$ cat src/rtl/piso_pkg.sv
`default_nettype none
// ============================================================================
// Module      : piso_pkg
// Description : Shared types and sizing helpers for the PISO serializer.
//               Frame length depends on macro PISO_PARITY_EN.
// Revision    : 1.0 - initial release
// ============================================================================
package piso_pkg;

    typedef enum logic [0:0] {
        IDLE  = 1'b0,
        SHIFT = 1'b1
    } state_t;

    function automatic int cnt_width(input int width);
        return $clog2(width + 1);
    endfunction

    function automatic int frame_len(input int width);
`ifdef PISO_PARITY_EN
        return width + 1;
`else
        return width;
`endif
    endfunction

endpackage
`default_nettype wire

$ cat src/rtl/piso_serializer_if.sv
`default_nettype none
// ============================================================================
// Module      : piso_serializer_if
// Description : Load/ready handshake and serial output bundle.
// Revision    : 1.0 - initial release
// ============================================================================
interface piso_serializer_if #(
    parameter int WIDTH = 8
);
    logic [WIDTH-1:0] din;
    logic             load;
    logic             ready;
    logic             sout;
    logic             frame;
    logic             busy;
    logic             done;

    modport master (
        output din, load,
        input  ready, sout, frame, busy, done
    );

    modport slave (
        input  din, load,
        output ready, sout, frame, busy, done
    );
endinterface
`default_nettype wire

$ cat src/rtl/piso_shift_core.sv
`default_nettype none
// ============================================================================
// Module      : piso_shift_core
// Description : Shift register with bit-order selection and registered sout.
//               Optional parity bit storage under PISO_PARITY_EN.
// Revision    : 1.0 - initial release
// ============================================================================
module piso_shift_core #(
    parameter int WIDTH     = 8,
    parameter bit MSB_FIRST = 1'b1
) (
    input  wire logic             clk,
    input  wire logic             rst,
    input  wire logic             i_load,
    input  wire logic             i_shift,
    input  wire logic             i_clear,
`ifdef PISO_PARITY_EN
    input  wire logic             i_par_sel,
`endif
    input  wire logic [WIDTH-1:0] i_din,
    output logic                  o_sout
);

    // The first bit goes straight to r_sout, so only WIDTH-1 bits are held.
    logic [WIDTH-2:0] r_sh;
    logic             r_sout;
    logic             w_first;
    logic             w_next;
    logic [WIDTH-2:0] w_load_rest;
    logic [WIDTH-2:0] w_shift_rest;
`ifdef PISO_PARITY_EN
    logic             r_par;
`endif

    generate
        if (MSB_FIRST) begin : g_msb
            assign w_first      = i_din[WIDTH-1];
            assign w_load_rest  = i_din[WIDTH-2:0];
            assign w_next       = r_sh[WIDTH-2];
            assign w_shift_rest = r_sh << 1;
        end else begin : g_lsb
            assign w_first      = i_din[0];
            assign w_load_rest  = i_din[WIDTH-1:1];
            assign w_next       = r_sh[0];
            assign w_shift_rest = r_sh >> 1;
        end
    endgenerate

    always_ff @(posedge clk) begin
        if (rst || i_clear) begin
            r_sh   <= '0;
            r_sout <= 1'b0;
`ifdef PISO_PARITY_EN
            r_par  <= 1'b0;
`endif
        end else if (i_load) begin
            r_sh   <= w_load_rest;
            r_sout <= w_first;
`ifdef PISO_PARITY_EN
            r_par  <= ^i_din;
`endif
        end else if (i_shift) begin
            r_sh   <= w_shift_rest;
`ifdef PISO_PARITY_EN
            r_sout <= i_par_sel ? r_par : w_next;
`else
            r_sout <= w_next;
`endif
        end
    end

    assign o_sout = r_sout;

endmodule
`default_nettype wire

$ cat src/rtl/piso_serializer.sv
`default_nettype none
// ============================================================================
// Module      : piso_serializer
// Description : Parallel-in / serial-out transmitter with frame/done markers.
//               Optional trailing even-parity bit under PISO_PARITY_EN.
// Revision    : 1.0 - initial release
// ============================================================================
module piso_serializer
    import piso_pkg::*;
#(
    parameter int WIDTH     = 8,
    parameter bit MSB_FIRST = 1'b1
) (
    input  wire logic       clk,
    input  wire logic       reset,
    piso_serializer_if.slave bus
);

    localparam int                 c_frame_len = frame_len(WIDTH);
    localparam int                 c_cnt_w     = cnt_width(WIDTH);
    localparam logic [c_cnt_w-1:0] c_last      = c_cnt_w'(c_frame_len - 1);

    state_t             r_state;
    logic [c_cnt_w-1:0] r_cnt;
    logic               r_frame;
    logic               r_busy;
    logic               r_done;

    logic               w_last;
    logic               w_ready;
    logic               w_accept;
    logic               w_sout;

    assign w_last   = (r_state == SHIFT) && (r_cnt == c_last);
    assign w_ready  = (r_state == IDLE) || w_last;
    assign w_accept = bus.load && w_ready;

    always_ff @(posedge clk) begin
        if (reset) begin
            r_state <= IDLE;
            r_cnt   <= '0;
            r_frame <= 1'b0;
            r_busy  <= 1'b0;
            r_done  <= 1'b0;
        end else begin
            r_frame <= 1'b0;
            r_done  <= 1'b0;
            case (r_state)
                IDLE: begin
                    if (w_accept) begin
                        r_state <= SHIFT;
                        r_cnt   <= '0;
                        r_frame <= 1'b1;
                        r_busy  <= 1'b1;
                    end
                end
                SHIFT: begin
                    if (w_last) begin
                        r_cnt <= '0;
                        if (w_accept) begin
                            r_frame <= 1'b1;
                        end else begin
                            r_state <= IDLE;
                            r_busy  <= 1'b0;
                        end
                    end else begin
                        r_cnt  <= r_cnt + 1'b1;
                        r_done <= ((r_cnt + 1'b1) == c_last);
                    end
                end
                default: r_state <= IDLE;
            endcase
        end
    end

    piso_shift_core #(
        .WIDTH     (WIDTH),
        .MSB_FIRST (MSB_FIRST)
    ) u_core (
        .clk       (clk),
        .rst       (reset),
        .i_load    (w_accept),
        .i_shift   ((r_state == SHIFT) && !w_last),
        .i_clear   (w_last && !w_accept),
`ifdef PISO_PARITY_EN
        .i_par_sel (r_cnt == c_cnt_w'(WIDTH - 1)),
`endif
        .i_din     (bus.din),
        .o_sout    (w_sout)
    );

    assign bus.ready = w_ready;
    assign bus.sout  = w_sout;
    assign bus.frame = r_frame;
    assign bus.busy  = r_busy;
    assign bus.done  = r_done;

endmodule
`default_nettype wire

$ cat src/flat_wrapper.sv
// flat-port wrapper written by rule: the top's interface ports become plain ports
module piso_serializer_flat import piso_pkg::*;
#(
    parameter int WIDTH     = 8,
    parameter bit MSB_FIRST = 1'b1
)
  (clk, reset, bus_din, bus_load, bus_ready, bus_sout, bus_frame, bus_busy, bus_done);
  piso_serializer_if #(.WIDTH(WIDTH)) bus_i ();
  input  wire logic clk;
  input  wire logic reset;
  input wire logic [$bits(bus_i.din)-1:0] bus_din;
  input wire logic [$bits(bus_i.load)-1:0] bus_load;
  output wire logic [$bits(bus_i.ready)-1:0] bus_ready;
  output wire logic [$bits(bus_i.sout)-1:0] bus_sout;
  output wire logic [$bits(bus_i.frame)-1:0] bus_frame;
  output wire logic [$bits(bus_i.busy)-1:0] bus_busy;
  output wire logic [$bits(bus_i.done)-1:0] bus_done;
  assign bus_i.din = bus_din;
  assign bus_i.load = bus_load;
  assign bus_ready = bus_i.ready;
  assign bus_sout = bus_i.sout;
  assign bus_frame = bus_i.frame;
  assign bus_busy = bus_i.busy;
  assign bus_done = bus_i.done;
  piso_serializer #(.WIDTH(WIDTH), .MSB_FIRST(MSB_FIRST)) u_core (.clk(clk), .reset(reset), .bus(bus_i));
endmodule
$ cat config.mk
export PLATFORM = sky130hd
export DESIGN_NAME = piso_serializer_flat
export DESIGN_NICKNAME = d
export VERILOG_FILES = /design/src/rtl/piso_pkg.sv /design/src/rtl/piso_serializer_if.sv /design/src/rtl/piso_shift_core.sv /design/src/rtl/piso_serializer.sv /design/src/flat_wrapper.sv
export SDC_FILE = /design/constraint.sdc
export NUM_CORES = 1
export LEC_CHECK = 0
export CAP_MARGIN = 20
export CORE_MARGIN = 2
export CORE_UTILIZATION = 45
export DETAILED_ROUTE_END_ITERATION = 7
export PLACE_DENSITY = 0.71
export SLEW_MARGIN = 10
export SYNTH_ARGS = -nofsm -noshare
export SYNTH_HDL_FRONTEND = slang
export SYNTH_HIERARCHICAL = 1
export SYNTH_SLANG_ARGS = --single-unit
$ cat constraint.sdc
create_clock -name clk -period 1.8 [get_ports clk]
set_clock_uncertainty 0.05 [all_clocks]
set_input_delay 0.27 -clock clk [delete_from_list [all_inputs] [get_ports clk]]
set_output_delay 0.27 -clock clk [all_outputs]
set_load 0.005 [all_outputs]
==> results.toml <==
[global_routing]
grt_busiest_layer = "met2"
track_usage_pct = 17.61
grtUsageMet3_pct = 7.451
met1_usage_pct = 22.28
grt-ovfl-total = 0
grt_max_degree = 16
grt_pass1_vias = 576
use_met2_pct = 26.39
antenna_found_initial = 0
grt_pass1_wl_um = 2525

[worst_setup_path]
setup.worst_path.end = "u_core/u_core/r_sh[2]"
critPathRequiredTime_ps = 1930
critical_path_class = "reg2reg"
startpoint_type = "flop"
regToRegSetupSlack_ps = 110
critPathArrivalTime_ps = 1810
rr_worst_depth = 7
r2r-start = "u_core/r_cnt[0]"
rr_endpoint = "u_core/u_core/r_sh[2]"
crit_path_end_kind = "flop"
cp-startpoint = "u_core/r_cnt[0]"
critPathMaxFanout = 8

[synthesis]
ys.flop_type = "dfxtp_1"
synth_top_cell_area_share_pct = 40.19
async_flop_share_pct = 0
synth_mux_area_share_pct = 13.19
synthCells = 78
avgSynthCellArea_sq_um = 10.22
synthSimpleGateAreaFrac_pct = 22.61
ys_seq_elements = 16
synth.largest_area_cell = "dfxtp_1"
syn_area_sq_um = 797.0
ys_top_cells_by_count = "dfxtp_1, nand2b_1, mux2_4, o211a_1, nor2_1"
synth-xor-area-share_pct = 2.198
synth-compound-area-share_pct = 14.60
yosys_warnings = 6
synthAdderAreaFrac_pct = 3.140
synth_nets = 91
synth_edf_count = 0
ys_top_cells_by_area = "dfxtp_1, mux2_4, o211a_1"
synth_seq_area_share_pct = 40.19
yosysMostFrequentCell = "dfxtp_1"
synth_cell_types = 27
synth_top_family_by_area = "simple AND/OR/NAND/NOR gates"

[drt]
vias = 617
drc = 0
wl_per_cell_um = 13.58
viasPerCell = 5.274
wirelength_um = 1589
drtPass1Iterations = 3
ant_nets = 0
drtIter0Drc = 5

[cts]
numCtsBuffers = 3
hold_buffers = 0
clockRootBuffer = "clkbuf_4"
cts_num_sinks = 16
cts.path.max_buffers = 2
cts_max_level = 1
clock_latency_ps = 290
clk_pin_slew_ps = 80
cts_tree = "built"

[sta]
min_period_ps = 1686
fin_crit_sh_pct = 93.68
final_max_slew_viol_count = 0
timing_worst_slew_pin_value_ps = 498.3
holdWs_ps = 451.5
rsz0062_at_grt = "false"
maxSlewHeadroom_pct = 66.65
hold_viol = 0
fmax_mhz = 593.0
setup_violations = 0
fin_ws_ps = 113.7
fin_tns_setup_ps = 0

[die]
ios = 16
fp.dieArea_sq_um = 2124
fp.dieH_um = 46.09
start_util_pct = 47.19
row_count = 15
die_w_um = 46.09
fp.coreArea_sq_um = 1689

[finish]
fin_nets = 115
area.growth.synth_to_final_pct = 31.08
num_antenna_cells = 0
drive_above_1_share_pct = 25.00

[placed_design]
place_congestion = 0.7968
port-buffer-count = 15
dp_hpwl_um = 1178
place_ws_ps = 120.7

[power_and_ir_drop]
p_leak_nw = 0.4891
powerDensity_nw_per_um2 = 677.1
p_total_mw = 0.7074
peakVddDrop_mv = 0.4886

[run]
drv_cap = 0

[worst_hold_path]
hold-path-cell-count = 2
hold_class = "reg2reg"

[outcome]
outcome = "complete, no violations"
## final cells by class
type	instances	area, sq um
tap	17	21.27
multi-input combinational	56	456.7
timing repair buffer	22	205.2
sequential	16	327.8
inverter	3	11.26
fill	156	644.4
clock buffer	3	22.52
## routing by layer
metal,up-vias,share of wire (%)
li1,318,-
met2,12,47
met3,5,4.9
met4,0,1.3
met5,-,0
met1,282,46
## stage by stage
step	instances	cell area, sq um	utilization, %
after global placement	112	984.7	58.30
after detailed placement	112	984.7	58.30
after CTS	117	1042	61.70
after global routing	117	1045	61.85
final	117	1045	61.85
after floorplan	78	797.0	-
## where the power goes
group	total, mW	switching [mW]	internal [mW]	leakage, nW
Clock	0.180	0.102	0.0779	0.0138
Sequential	0.387	0.0128	0.374	0.133
Combinational	0.140	0.0529	0.0875	0.342
## cell families (layout without fill, tap and decap cells)
logic type / after synthesis / in the layout
xor gates and xnor gates: 2 / 2
and+or+nand+nor: 30 / 30
DFF: 16 / 16
buffers and inverters: 6 / 28
muxes: 7 / 7
AOI/OAI and AO/OA: 15 / 15
adders and majority gates: 2 / 2
## state kept, by name, indices dropped and copies added (netlist names)
signal	flops
u_core/bus.frame	1
u_core/r_cnt	4
u_core/r_state	1
u_core/bus.busy	1
u_core/u_core/o_sout	1
u_core/bus.done	1
u_core/u_core/r_sh	7
## cells in the final DEF (no fill, tap or decap), drive strengths merged
cell type,netlist,routed
nor2b,2,2
o22a,1,1
a21oi,4,4
dlymetal6s2s,0,1
mux2,7,7
nor2,5,5
ha,2,2
o211a,7,7
nand3,3,3
nand3b,2,2
and2,1,1
clkdlybuf4s50,0,14
buf,3,7
and4,1,1
a21boi,1,1
inv,3,3
or3b,1,1
clkbuf,0,3
and3b,1,1
nand2,4,4
xor2,2,2
nor3,2,2
nand2b,8,8
o21ai,2,2
dfxtp,16,16
## worst min path at each step
stage               slack, ps               to            start
CTS                       450  u_core/r_cnt[0]  u_core/r_cnt[0]
floorplan                 290  u_core/r_cnt[0]            reset
finish                    450  u_core/r_cnt[0]  u_core/r_cnt[0]
detailed placement        440  u_core/r_cnt[0]  u_core/r_cnt[0]
global route              490  u_core/r_cnt[0]  u_core/r_cnt[0]
global placement          440  u_core/r_cnt[0]  u_core/r_cnt[0]
## critical path, cell delays in order (launching register included)
cell and delay, ps:
dfxtp_4 370, ha_4 170, nand3b_2 90, nand2_2 50, buf_4 140, inv_2 180
mux2_4 330, o211a_1 210
## repair_timing
item | CTS | global route
pin swaps | 2 | 0
gates resized for setup | 6 | 1
setup endpoints to repair | 1 | 1
buffers inserted | 2 | 0
Power figures use the tool's default switching activity.
